[src/rtl/hnm_test_sequencer.sv]
// Built-in pattern sequencer for the HNM command ports: issues one command per
// unstalled cycle from a selectable test pattern or a loadable SSID list.
module hnm_test_sequencer #(
    parameter int NROWS      = 16,
    parameter int NCOLS      = 16,
    parameter int ROWBITS    = 4,
    parameter int COLBITS    = 4,
    parameter int SSIDBITS   = 8,
    parameter int LISTDEPTH  = 32,
    parameter int LISTBITS   = 5,
    parameter int SWEEP_LAST = 255
) (
    input  logic                  clk,
    input  logic                  reset,
    input  logic                  start,
    input  logic [2:0]            mode,
    input  logic                  abort,
    input  logic                  hnm_busy,
    input  logic                  list_wr_en,
    input  logic [LISTBITS-1:0]   list_wr_addr,
    input  logic [SSIDBITS-1:0]   list_wr_data,
    input  logic [LISTBITS:0]     list_len,
    output logic                  row_rd,
    output logic [ROWBITS-1:0]    row_rd_idx,
    output logic                  row_wr,
    output logic [ROWBITS-1:0]    row_wr_idx,
    output logic [NCOLS-1:0]      row_wr_data,
    output logic                  ssid_wr,
    output logic [SSIDBITS-1:0]   ssid_wr_val,
    output logic                  ssid_rd,
    output logic [SSIDBITS-1:0]   ssid_rd_val,
    output logic                  active,
    output logic                  done,
    output logic [15:0]           cmd_count
);

    localparam int unsigned N_ALT   = NROWS * NCOLS;
    localparam int unsigned N_SWEEP = SWEEP_LAST + 1;
    localparam int unsigned N_MAX_A = (N_ALT > N_SWEEP) ? N_ALT : N_SWEEP;
    localparam int unsigned N_MAX_B = (NROWS > LISTDEPTH) ? NROWS : LISTDEPTH;
    localparam int unsigned N_MAX   = (N_MAX_A > N_MAX_B) ? N_MAX_A : N_MAX_B;
    localparam int IDXW  = $clog2(N_MAX + 1);
    localparam int LENW  = LISTBITS + 1;
    localparam int SSIDW = ROWBITS + COLBITS;

    typedef enum logic [1:0] {
        S_IDLE = 2'd0,
        S_RUN  = 2'd1,
        S_DONE = 2'd2
    } state_t;

    state_t state_q, state_d;
    logic [IDXW-1:0]     idx_q, idx_d;
    logic [2:0]          mode_q, mode_d;
    logic [LENW-1:0]     len_q, len_d;
    logic [15:0]         cnt_q, cnt_d;
    logic                row_rd_q, row_rd_d, row_wr_q, row_wr_d;
    logic                ssid_wr_q, ssid_wr_d, ssid_rd_q, ssid_rd_d;
    logic                active_q, active_d, done_q, done_d;
    logic [ROWBITS-1:0]  row_rd_idx_q, row_rd_idx_d, row_wr_idx_q, row_wr_idx_d;
    logic [NCOLS-1:0]    row_wr_data_q, row_wr_data_d;
    logic [SSIDW-1:0]    ssid_wr_val_q, ssid_wr_val_d, ssid_rd_val_q, ssid_rd_val_d;

    logic [SSIDBITS-1:0] list_mem [LISTDEPTH];
    logic [SSIDBITS-1:0] list_rd_s;
    logic                in_idle_s, launch_s, issue_s, strobe_s;
    logic [2:0]          eff_mode_s;
    logic [LENW-1:0]     eff_len_s;
    logic [IDXW-1:0]     cur_idx_s, n_items_s;

    function automatic logic [LENW-1:0] clamp_len(input logic [LENW-1:0] len);
        logic [LENW-1:0] r;
        if (len > LENW'(LISTDEPTH)) begin
            r = LENW'(LISTDEPTH);
        end else begin
            r = len;
        end
        return r;
    endfunction

    function automatic logic [IDXW-1:0] item_count(input logic [2:0] m, input logic [LENW-1:0] len);
        logic [IDXW-1:0] n;
        case (m)
            3'd1, 3'd3, 3'd5, 3'd7: n = IDXW'(NROWS);
            3'd2:                   n = IDXW'(N_ALT);
            3'd4:                   n = IDXW'(N_SWEEP);
            3'd6:                   n = IDXW'(len);
            default:                n = {IDXW{1'b0}};
        endcase
        return n;
    endfunction

    // Bit k is set when k and the row index have the same parity.
    function automatic logic [NCOLS-1:0] checker_row(input logic row_odd);
        logic [NCOLS-1:0] r;
        for (int k = 0; k < NCOLS; k++) begin
            r[k] = ((k % 2) == 0) ? ~row_odd : row_odd;
        end
        return r;
    endfunction

    // List RAM keeps its contents across reset.
    always_ff @(posedge clk) begin
        if (list_wr_en) begin
            list_mem[list_wr_addr] <= list_wr_data;
        end
    end

    // The launch cycle issues item 0 straight from the live mode/len inputs.
    always_comb begin
        in_idle_s = (state_q == S_IDLE);
        launch_s  = in_idle_s && start && (mode != 3'd0) && !abort;
        if (in_idle_s) begin
            eff_mode_s = mode;
            eff_len_s  = clamp_len(list_len);
            cur_idx_s  = {IDXW{1'b0}};
        end else begin
            eff_mode_s = mode_q;
            eff_len_s  = len_q;
            cur_idx_s  = idx_q;
        end
        n_items_s = item_count(eff_mode_s, eff_len_s);
        issue_s   = (launch_s || ((state_q == S_RUN) && !abort)) && !hnm_busy && (cur_idx_s < n_items_s);
        list_rd_s = list_mem[cur_idx_s[LISTBITS-1:0]];
    end

    // State register.
    always_ff @(posedge clk or posedge reset) begin
        if (reset) begin
            state_q <= S_IDLE;
        end else begin
            state_q <= state_d;
        end
    end

    // Next-state and run bookkeeping.
    always_comb begin
        state_d = state_q;
        idx_d   = idx_q;
        mode_d  = mode_q;
        len_d   = len_q;
        case (state_q)
            S_IDLE: begin
                if (launch_s) begin
                    mode_d = mode;
                    len_d  = eff_len_s;
                    idx_d  = issue_s ? IDXW'(1) : {IDXW{1'b0}};
                    if (n_items_s == {IDXW{1'b0}}) begin
                        state_d = S_DONE;
                    end else begin
                        state_d = S_RUN;
                    end
                end else begin
                    state_d = S_IDLE;
                end
            end
            S_RUN: begin
                if (issue_s) begin
                    idx_d = idx_q + IDXW'(1);
                end else begin
                    idx_d = idx_q;
                end
                // Busy never holds off completion once every item has been issued.
                if (abort || (idx_q >= n_items_s)) begin
                    state_d = S_DONE;
                end else begin
                    state_d = S_RUN;
                end
            end
            S_DONE:  state_d = S_IDLE;
            default: state_d = S_IDLE;
        endcase
    end

    // Command decode for the item being issued this cycle.
    always_comb begin
        row_rd_d      = 1'b0;
        row_rd_idx_d  = {ROWBITS{1'b0}};
        row_wr_d      = 1'b0;
        row_wr_idx_d  = {ROWBITS{1'b0}};
        row_wr_data_d = {NCOLS{1'b0}};
        ssid_wr_d     = 1'b0;
        ssid_wr_val_d = {SSIDW{1'b0}};
        ssid_rd_d     = 1'b0;
        ssid_rd_val_d = {SSIDW{1'b0}};
        active_d      = (state_d == S_RUN);
        done_d        = (state_d == S_DONE);
        if (issue_s) begin
            case (eff_mode_s)
                3'd1: begin
                    row_rd_d     = 1'b1;
                    row_rd_idx_d = ROWBITS'(cur_idx_s);
                end
                3'd2: begin
                    if (cur_idx_s[0]) begin
                        ssid_wr_d     = 1'b1;
                        ssid_wr_val_d = SSIDW'(cur_idx_s);
                    end else begin
                        ssid_wr_d     = 1'b0;
                    end
                end
                3'd3: begin
                    row_wr_d      = 1'b1;
                    row_wr_idx_d  = ROWBITS'(cur_idx_s);
                    row_wr_data_d = NCOLS'(cur_idx_s);
                end
                3'd4: begin
                    ssid_rd_d     = 1'b1;
                    ssid_rd_val_d = SSIDW'(cur_idx_s);
                end
                3'd5: begin
                    row_wr_d      = 1'b1;
                    row_wr_idx_d  = ROWBITS'(cur_idx_s);
                    row_wr_data_d = checker_row(cur_idx_s[0]);
                end
                3'd6: begin
                    ssid_wr_d     = 1'b1;
                    ssid_wr_val_d = list_rd_s;
                end
                3'd7: begin
                    row_wr_d      = 1'b1;
                    row_wr_idx_d  = ROWBITS'(cur_idx_s);
                end
                default: row_rd_d = 1'b0;
            endcase
        end else begin
            row_rd_d = 1'b0;
        end
        strobe_s = row_rd_d | row_wr_d | ssid_wr_d | ssid_rd_d;
        if (launch_s) begin
            cnt_d = strobe_s ? 16'd1 : 16'd0;
        end else if (strobe_s && (cnt_q != 16'hFFFF)) begin
            cnt_d = cnt_q + 16'd1;
        end else begin
            cnt_d = cnt_q;
        end
    end

    // Output and datapath registers.
    always_ff @(posedge clk or posedge reset) begin
        if (reset) begin
            idx_q         <= {IDXW{1'b0}};
            mode_q        <= 3'd0;
            len_q         <= {LENW{1'b0}};
            cnt_q         <= 16'd0;
            row_rd_q      <= 1'b0;
            row_rd_idx_q  <= {ROWBITS{1'b0}};
            row_wr_q      <= 1'b0;
            row_wr_idx_q  <= {ROWBITS{1'b0}};
            row_wr_data_q <= {NCOLS{1'b0}};
            ssid_wr_q     <= 1'b0;
            ssid_wr_val_q <= {SSIDW{1'b0}};
            ssid_rd_q     <= 1'b0;
            ssid_rd_val_q <= {SSIDW{1'b0}};
            active_q      <= 1'b0;
            done_q        <= 1'b0;
        end else begin
            idx_q         <= idx_d;
            mode_q        <= mode_d;
            len_q         <= len_d;
            cnt_q         <= cnt_d;
            row_rd_q      <= row_rd_d;
            row_rd_idx_q  <= row_rd_idx_d;
            row_wr_q      <= row_wr_d;
            row_wr_idx_q  <= row_wr_idx_d;
            row_wr_data_q <= row_wr_data_d;
            ssid_wr_q     <= ssid_wr_d;
            ssid_wr_val_q <= ssid_wr_val_d;
            ssid_rd_q     <= ssid_rd_d;
            ssid_rd_val_q <= ssid_rd_val_d;
            active_q      <= active_d;
            done_q        <= done_d;
        end
    end

    assign row_rd      = row_rd_q;
    assign row_rd_idx  = row_rd_idx_q;
    assign row_wr      = row_wr_q;
    assign row_wr_idx  = row_wr_idx_q;
    assign row_wr_data = row_wr_data_q;
    assign ssid_wr     = ssid_wr_q;
    assign ssid_wr_val = ssid_wr_val_q;
    assign ssid_rd     = ssid_rd_q;
    assign ssid_rd_val = ssid_rd_val_q;
    assign active      = active_q;
    assign done        = done_q;
    assign cmd_count   = cnt_q;

endmodule

[config.mk]
export PLATFORM = sky130hd
export DESIGN_NAME = hnm_test_sequencer
export DESIGN_NICKNAME = d
export VERILOG_FILES = /design/src/rtl/hnm_test_sequencer.sv
export SDC_FILE = /design/constraint.sdc
export NUM_CORES = 1
export LEC_CHECK = 0
export ABC_AREA = 1
export BUFFER_PORTS_ARGS = -buffer_cell sky130_fd_sc_hd__buf_2
export CORE_UTILIZATION = 45
export CTS_CLUSTER_SIZE = 10
export DETAILED_ROUTE_END_ITERATION = 8
export GPL_TIMING_DRIVEN = 0
export SLEW_MARGIN = 0
export SYNTH_ARGS = -nofsm -noshare
export SYNTH_HDL_FRONTEND = slang
export SYNTH_SLANG_ARGS = --single-unit
[constraint.sdc]
create_clock -name clk -period 4.3 [get_ports clk]
set_clock_uncertainty 0.1 [all_clocks]
set_input_delay 0.215 -clock clk [delete_from_list [all_inputs] [get_ports clk]]
set_output_delay 0.215 -clock clk [all_outputs]
set_load 0.01 [all_outputs]
# Yosys cells after proc, flatten, opt, wreduce, memory -nomap -nowiden

Memories as Yosys holds them, arrays and structs flattened.
Cells that the tools add are included.

Bits in writable memories: 256
Output and inout port bits: 62
Register bits after elaboration: 82
Input port bits: 28
Memories kept: 1

Multiplexer cells: 38
Bitwise operators: 4
Add/subtract/negate cells: 2
Eq/ne operators: 13
Order comparisons: 3
Reductions and logical operators: 21

Memories:

| name     | depth | width | read ports | clocked after Yosys merged registers in | wr ports | RTL line | source |
|---|---|---|---|---|---|---|---|
| list_mem | 32    | 8     | 1          | 0                                       | 1        | 64       | `logic [SSIDBITS-1:0] list_mem [LISTDEPTH];` |

Operator list:

| kind                                                | number |
|---|---|
| 2-to-1 mux 16 bit                                   | 3 |
| 2-to-1 mux 8 bit                                    | 4 |
| case mux 16 bit (2 select lines)                    | 1 |
| 2-to-1 mux 9 bit                                    | 3 |
| case mux 9 bit (3 select lines)                     | 1 |
| case mux 9 bit (2 select lines)                     | 1 |
| adder 16 x 1 -> 16 bit, second input constant       | 1 |
| 2-to-1 mux 4 bit                                    | 4 |
| inequality test 16 bit, second input constant       | 1 |
| case mux 8 bit (2 select lines)                     | 1 |
| equality test 3 bit, second input constant          | 4 |
| 2-to-1 mux 1 bit                                    | 12 |
| 2-to-1 mux 6 bit                                    | 2 |
| adder 9 x 1 -> 9 bit, second input constant         | 1 |
| >= comparator 9 bit                                 | 1 |
| logical NOT 9 bit                                   | 1 |
| less-than comparator 9 bit                          | 1 |
| logical AND 1 bit                                   | 7 |
| equality test 3 x 2 -> 1 bit, second input constant | 2 |
| > comparator 6 bit, second input constant           | 1 |
| 2-to-1 mux 2 bit                                    | 3 |
| equality test 2 x 1 -> 1 bit, second input constant | 2 |
| case mux 2 bit (2 select lines)                     | 1 |
| nonzero test 2 bit                                  | 2 |
| other kinds (17)                                    | 21 |

# Longest topological paths before layout

Depth after elaboration: 14
Mapped depth: 25
Depth with buffers taken out: 23

# Least setup slack after synthesis

OpenSTA, ideal clock, no wires.

Path kind: flip-flop to flip-flop
Start: register state_q[0]
End: register cnt_q[0] (netlist: cmd_count[0])
Required time: 4083 ps
Arrival time: 2623 ps
Buffers on the path: 3
Path slack: 1460 ps
Setup time: 117 ps
Stages on the path, launching flop included: 23
Clock period less this slack: 2840 ps
Cell sequence: dfrtp_1 inv_2 nand2_2 buf_6 buf_6 nor2_1 a22oi_1 o21ai_0 inv_1 ha_1 nand2_1 inv_1 nand2_1 nand2_1 nand2_1 nand3_1 nor2_8 nand3_2 nand2_4 nand2_4 buf_4 nand3_1 nand2_1

Longest elaborated chain between the ends: 13
Elaborated cells between the ends (all ways): 40

Ends and longest elaborated chain:

| what                                                                | RTL line | source |
|---|---|---|
| from (decl)                                                         | 52       | `state_t state_q, state_d;` |
| from (signal assigned)                                              | 132      | `state_q <= state_d;` |
| logical NOT 2 bit                                                   | 111      | `in_idle_s = (state_q == S_IDLE);` |
| 2-to-1 mux 3 bit or logical AND 1 bit (tied branches)               | 113, 112 |  |
| equality test 3 bit (tied with other cells)                         | 83, 189  |  |
| OR reduction 4 bit (tied with other cells)                          | 83       | `case (m)` |
| case mux 9 bit (3 select lines) or logical OR 1 bit (tied branches) | 83, 123  |  |
| less-than comparator 9 bit or logical AND 1 bit (tied branches)     | 123      | `issue_s = (launch_s \|\| ((state_q == S_RUN) && !abort)) && !hnm_busy && (cur_idx_s < n_items_s);` |
| logical AND 1 bit                                                   | 123      |  |
| 2-to-1 mux 1 bit                                                    | 188      | `if (issue_s) begin` |
| bitwise OR 1 bit (3 in series)                                      | 229      | `strobe_s = row_rd_d \| row_wr_d \| ssid_wr_d \| ssid_rd_d;` |
| 2-to-1 mux 1 bit or logical AND 1 bit (tied branches)               | 231, 232 |  |
| 2-to-1 mux 16 bit or nonzero test 2 bit (tied branches)             | n/a      |  |
| to (signal assigned)                                                | 261      | `cnt_q <= cnt_d;` |
| to (decl)                                                           | 56       | `logic [15:0] cnt_q, cnt_d;` |

Parallel ways exist; a longest one is shown, timed or not.
A chain may end at the register's enable or synchronous reset.

# Worst setup path in the final report

Start: register state_q[1]
End: register idx_q[5]

Longest elaborated chain between the ends: 9
Elaborated cells between the ends (all ways): 28

Ends and longest elaborated chain:

| what                                                                | RTL line | source |
|---|---|---|
| logical NOT 2 bit                                                   | 111, 142 |  |
| 2-to-1 mux 3 bit or logical AND 1 bit (tied branches)               | 113, 112 |  |
| equality test 3 bit (tied with other cells)                         | 83       |  |
| OR reduction 4 bit (tied with other cells)                          | 83       |  |
| case mux 9 bit (3 select lines) or logical OR 1 bit (tied branches) | 83, 123  |  |
| less-than comparator 9 bit or logical AND 1 bit (tied branches)     | 123      |  |
| logical AND 1 bit                                                   | 123      |  |
| inequality test 2 bit (no line)                                     | n/a      |  |
| AND reduction 3 bit (no line)                                       | n/a      |  |
| to (signal assigned)                                                | 242      | `idx_q <= {IDXW{1'b0}};` |
| to (signal assigned)                                                | 258      | `idx_q <= idx_d;` |
| to (decl)                                                           | 53       | `logic [IDXW-1:0] idx_q, idx_d;` |

Parallel ways exist; a longest one is shown, timed or not.

==> metrics.md <==
| Metric | Value |
|---|---|
| Routed WL per cell | 19.4 um |
| Routed WL | 38,900 um |
| TritonCTS clock tree | built |
| Initial antenna violation count | 0 |
| Number of synthesized flops with an enable pin | 256 |
| Drc violations | 0 |
| Worst slew pin tran | 790 ps |
| Resized cells post-CTS | 0 |
| Port bufs | 89 |
| IO Pins | 90 |
| CP endpoint kind | flop |
| Leading cell type in the layout, fill and taps excluded | nand2_1 |
| Overflow after GRT | 0 |
| Crit path time final | 3440 ps |
| Slew Viols, Final | 0 |
| Fin crit share | 0.801 |
| Number of fill cells | 2,827 |
| Post-synthesis sequential area ratio | 0.656 |
| Hold Path Class | in -> async |
| Status | finished, final reports clean |
| Relative slew slack | 0.471 |
| Setup TNS | 0 ps |
| R2r endpoint | idx_q[5] |
| R2R setup slack | 860 ps |
| Crit Reg-Reg Startpoint | state_q[1] |
| FF-to-FF path depth | 18 |
| Post-synth cell types | 39 |
| Final setup margin | 856 ps |
| Core area | 31,800 um2 |
| Post-CTS Setup Bufs | 0 |
| CTS root buf | clkbuf_16 |
| Post-route ant nets | 0 |
| Layout cell share with drive strength beyond 1 | 0.138 |
| Antenna cells | 0 |
| CTS Sinks | 333 |
| Die Y | 182 um |
| Peak Freq | 290 MHz |
| Place WS | 947 ps |
| Commonest cells after routing, fill and taps aside | nand2_1, nand3_1, edfxtp_1 |
| Gpl congestion | 0.920 |
| Layout area overhead | 15.1% |
| Top_reg_cell synth | edfxtp_1 |
| Hold-fix buffer count after cts | 6 |
| Initial Util | 0.461 |
| Vias in the first global route | 10,400 |
| Critical path peak fanout | 10 |
| Row Count | 65 |
| YS warnings | 0 |
| Post-Synthesis Cells | 1,413 |
| Final nets | 1,594 |
| Bufs on Longest Clock Path | 3 |
| RSZ-0062 raised after global routing | false |
| Die width | 182 um |
| Fin util | 0.530 |
| Post-Syn Area per Cell | 10.4 um2 |
| Synth async-reset ratio | 0.231 |
| H-tree depth | 2 |
| Synthesized cell area | 14,700 um2 |
| Final Hold Fails | 0 |
| Die ar. | 33,300 um2 |
| Critical path startpoint category | flop |
| Detailed Place HPWL | 26,200 um |
| Peak VDD IR | 0.000297 V |
| Worst skew pair latency | 530 ps |
| Data arrival, critical path | 3740 ps |
| Static leakage | 7.01 nW |
| Clock slew at reported path FFs | 50 ps |
| Setup violators final | 0 |
| Vias per cell | 5.39 |
| Synth Register Bits | 333 |
| First-pass GRT wire length | 59,900 um |
| Pin count of the biggest net entering global routing | 69 |
| Initial DRC Count | 1,055 |
| PD cells | 527 nW/um2 |
| Max-Cap Viols | 0 |
| GRT Resource Usage Total | 0.240 |
| First-pass iteration count of the detailed router | 6 |
| CP Class | reg -> reg |
| Critical Path RT | 4600 ps |
| Syn nets | 1,456 |
| Vias | 10,800 |
| Num CTS Buffers | 40 |
## synthesized netlist by cell type (3+ instances only)
library cell    n  area (um2)
xor2_1         15         131
clkbuf_1       26        97.6
nand2_2         9        56.3
nand4_1         8        50.1
nand2_4         7        78.8
nor3_1         11        55.1
buf_4          12        90.1
nor2_2          6        37.5
nand3_1       294        1470
edfxtp_1      256        7690
a21oi_1        14        70.1
nand2_1       392        1470
nor2_1        107         402
buf_2          27         135
o22ai_1         3        18.8
o21ai_0        30         150
dfrtp_1        77        1930
buf_6           4        45.0
ha_1           15         188
inv_1          70         263
inv_2           5        18.8
## metal layers
| metal | vias to the layer above | share of wire | global-route usage |
|---|---|---|---|
| met2 | 468 | 0.47 | 0.396 |
| met1 | 5146 | 0.44 | 0.325 |
| met5 | - | 0 | 0 |
| met3 | 77 | 0.067 | 0.0365 |
| met4 | 0 | 0.028 | 0.0793 |
| li1 | 5092 | - | - |
## worst max path at each step
stage,start,slack (ps),end
after floorplan,state_q[0],1460,cmd_count[0]
after global placement,state_q[1],970,idx_q[1]
after detailed placement,state_q[1],950,cmd_count[14]
after CTS,state_q[1],920,idx_q[5]
after global routing,state_q[1],660,row_wr_data[8]
final,state_q[1],860,idx_q[5]
## metrics by stage
step | total power [W] | hold slack (ps) | area, um2 | std cells
floorplan | 0.00520 | 214 | 14700 | 1413
global placement | 0.00589 | 374 | 15600 | 1937
detailed placement | 0.00592 | 31.4 | 15700 | 1938
finish | 0.00889 | 52.8 | 16900 | 2002
CTS | 0.00892 | 23.4 | 16900 | 2002
global route | 0.00932 | 68.1 | 16900 | 2002
## registers in the layout (all words and copies together) (netlist names), 2 cells and up
signal,count
list_mem,256
cmd_count,16
row_wr_data,11
idx_q,9
ssid_rd_val,8
ssid_wr_val,8
len_q,6
row_rd_idx,4
row_wr_idx,4
mode_q,3
state_q,2
## kinds of logic (layout without fill, tap and decap cells)
group	count (synthesis)	after routing	share of synthesized area
AND/OR/NAND/NOR	847	847	0.256
XOR/XNOR	17	17	0.0102
adder cells (fa/ha/maj)	15	15	0.0128
AO/OA/AOI/OAI	53	53	0.0199
buffers and inverters	148	302	0.0453
flip-flops	333	333	0.656
## report_power, final
| group | internal, W | switching [W] |
|---|---|---|
| registers | 0.00362 | 0.000113 |
| logic | 0.000625 | 0.00152 |
| clock network | 0.00177 | 0.00124 |
## layout make-up
class / count / area, um2 / share of cell area
inverter: 77 / 292 / 0.0173
tap: 435 / 544 / 0.0323
multi-input combinational: 932 / 4370 / 0.259
sequential: 333 / 9610 / 0.570
clock buffer: 56 / 1100 / 0.0654
buffer: 71 / 375 / 0.0223
clock inverter: 2 / 28.8 / 0.00171
timing repair buffer: 96 / 533 / 0.0316
## critical path: stages, from the launching register on
cell and delay (ps):
dfrtp_1 420, nor2_2 80, buf_4 180, nor2_2 370
clkbuf_1 530, ha_1 340, nand2_1 60, inv_1 40
nand2_1 50, nand2_1 40, nand2_1 80, nand3_1 170
nor2_8 170, nand2_4 120, inv_2 140, nand2_2 80
nand2_4 110, buf_6 140, o21ai_0 80
Power figures use the tool's default switching activity.
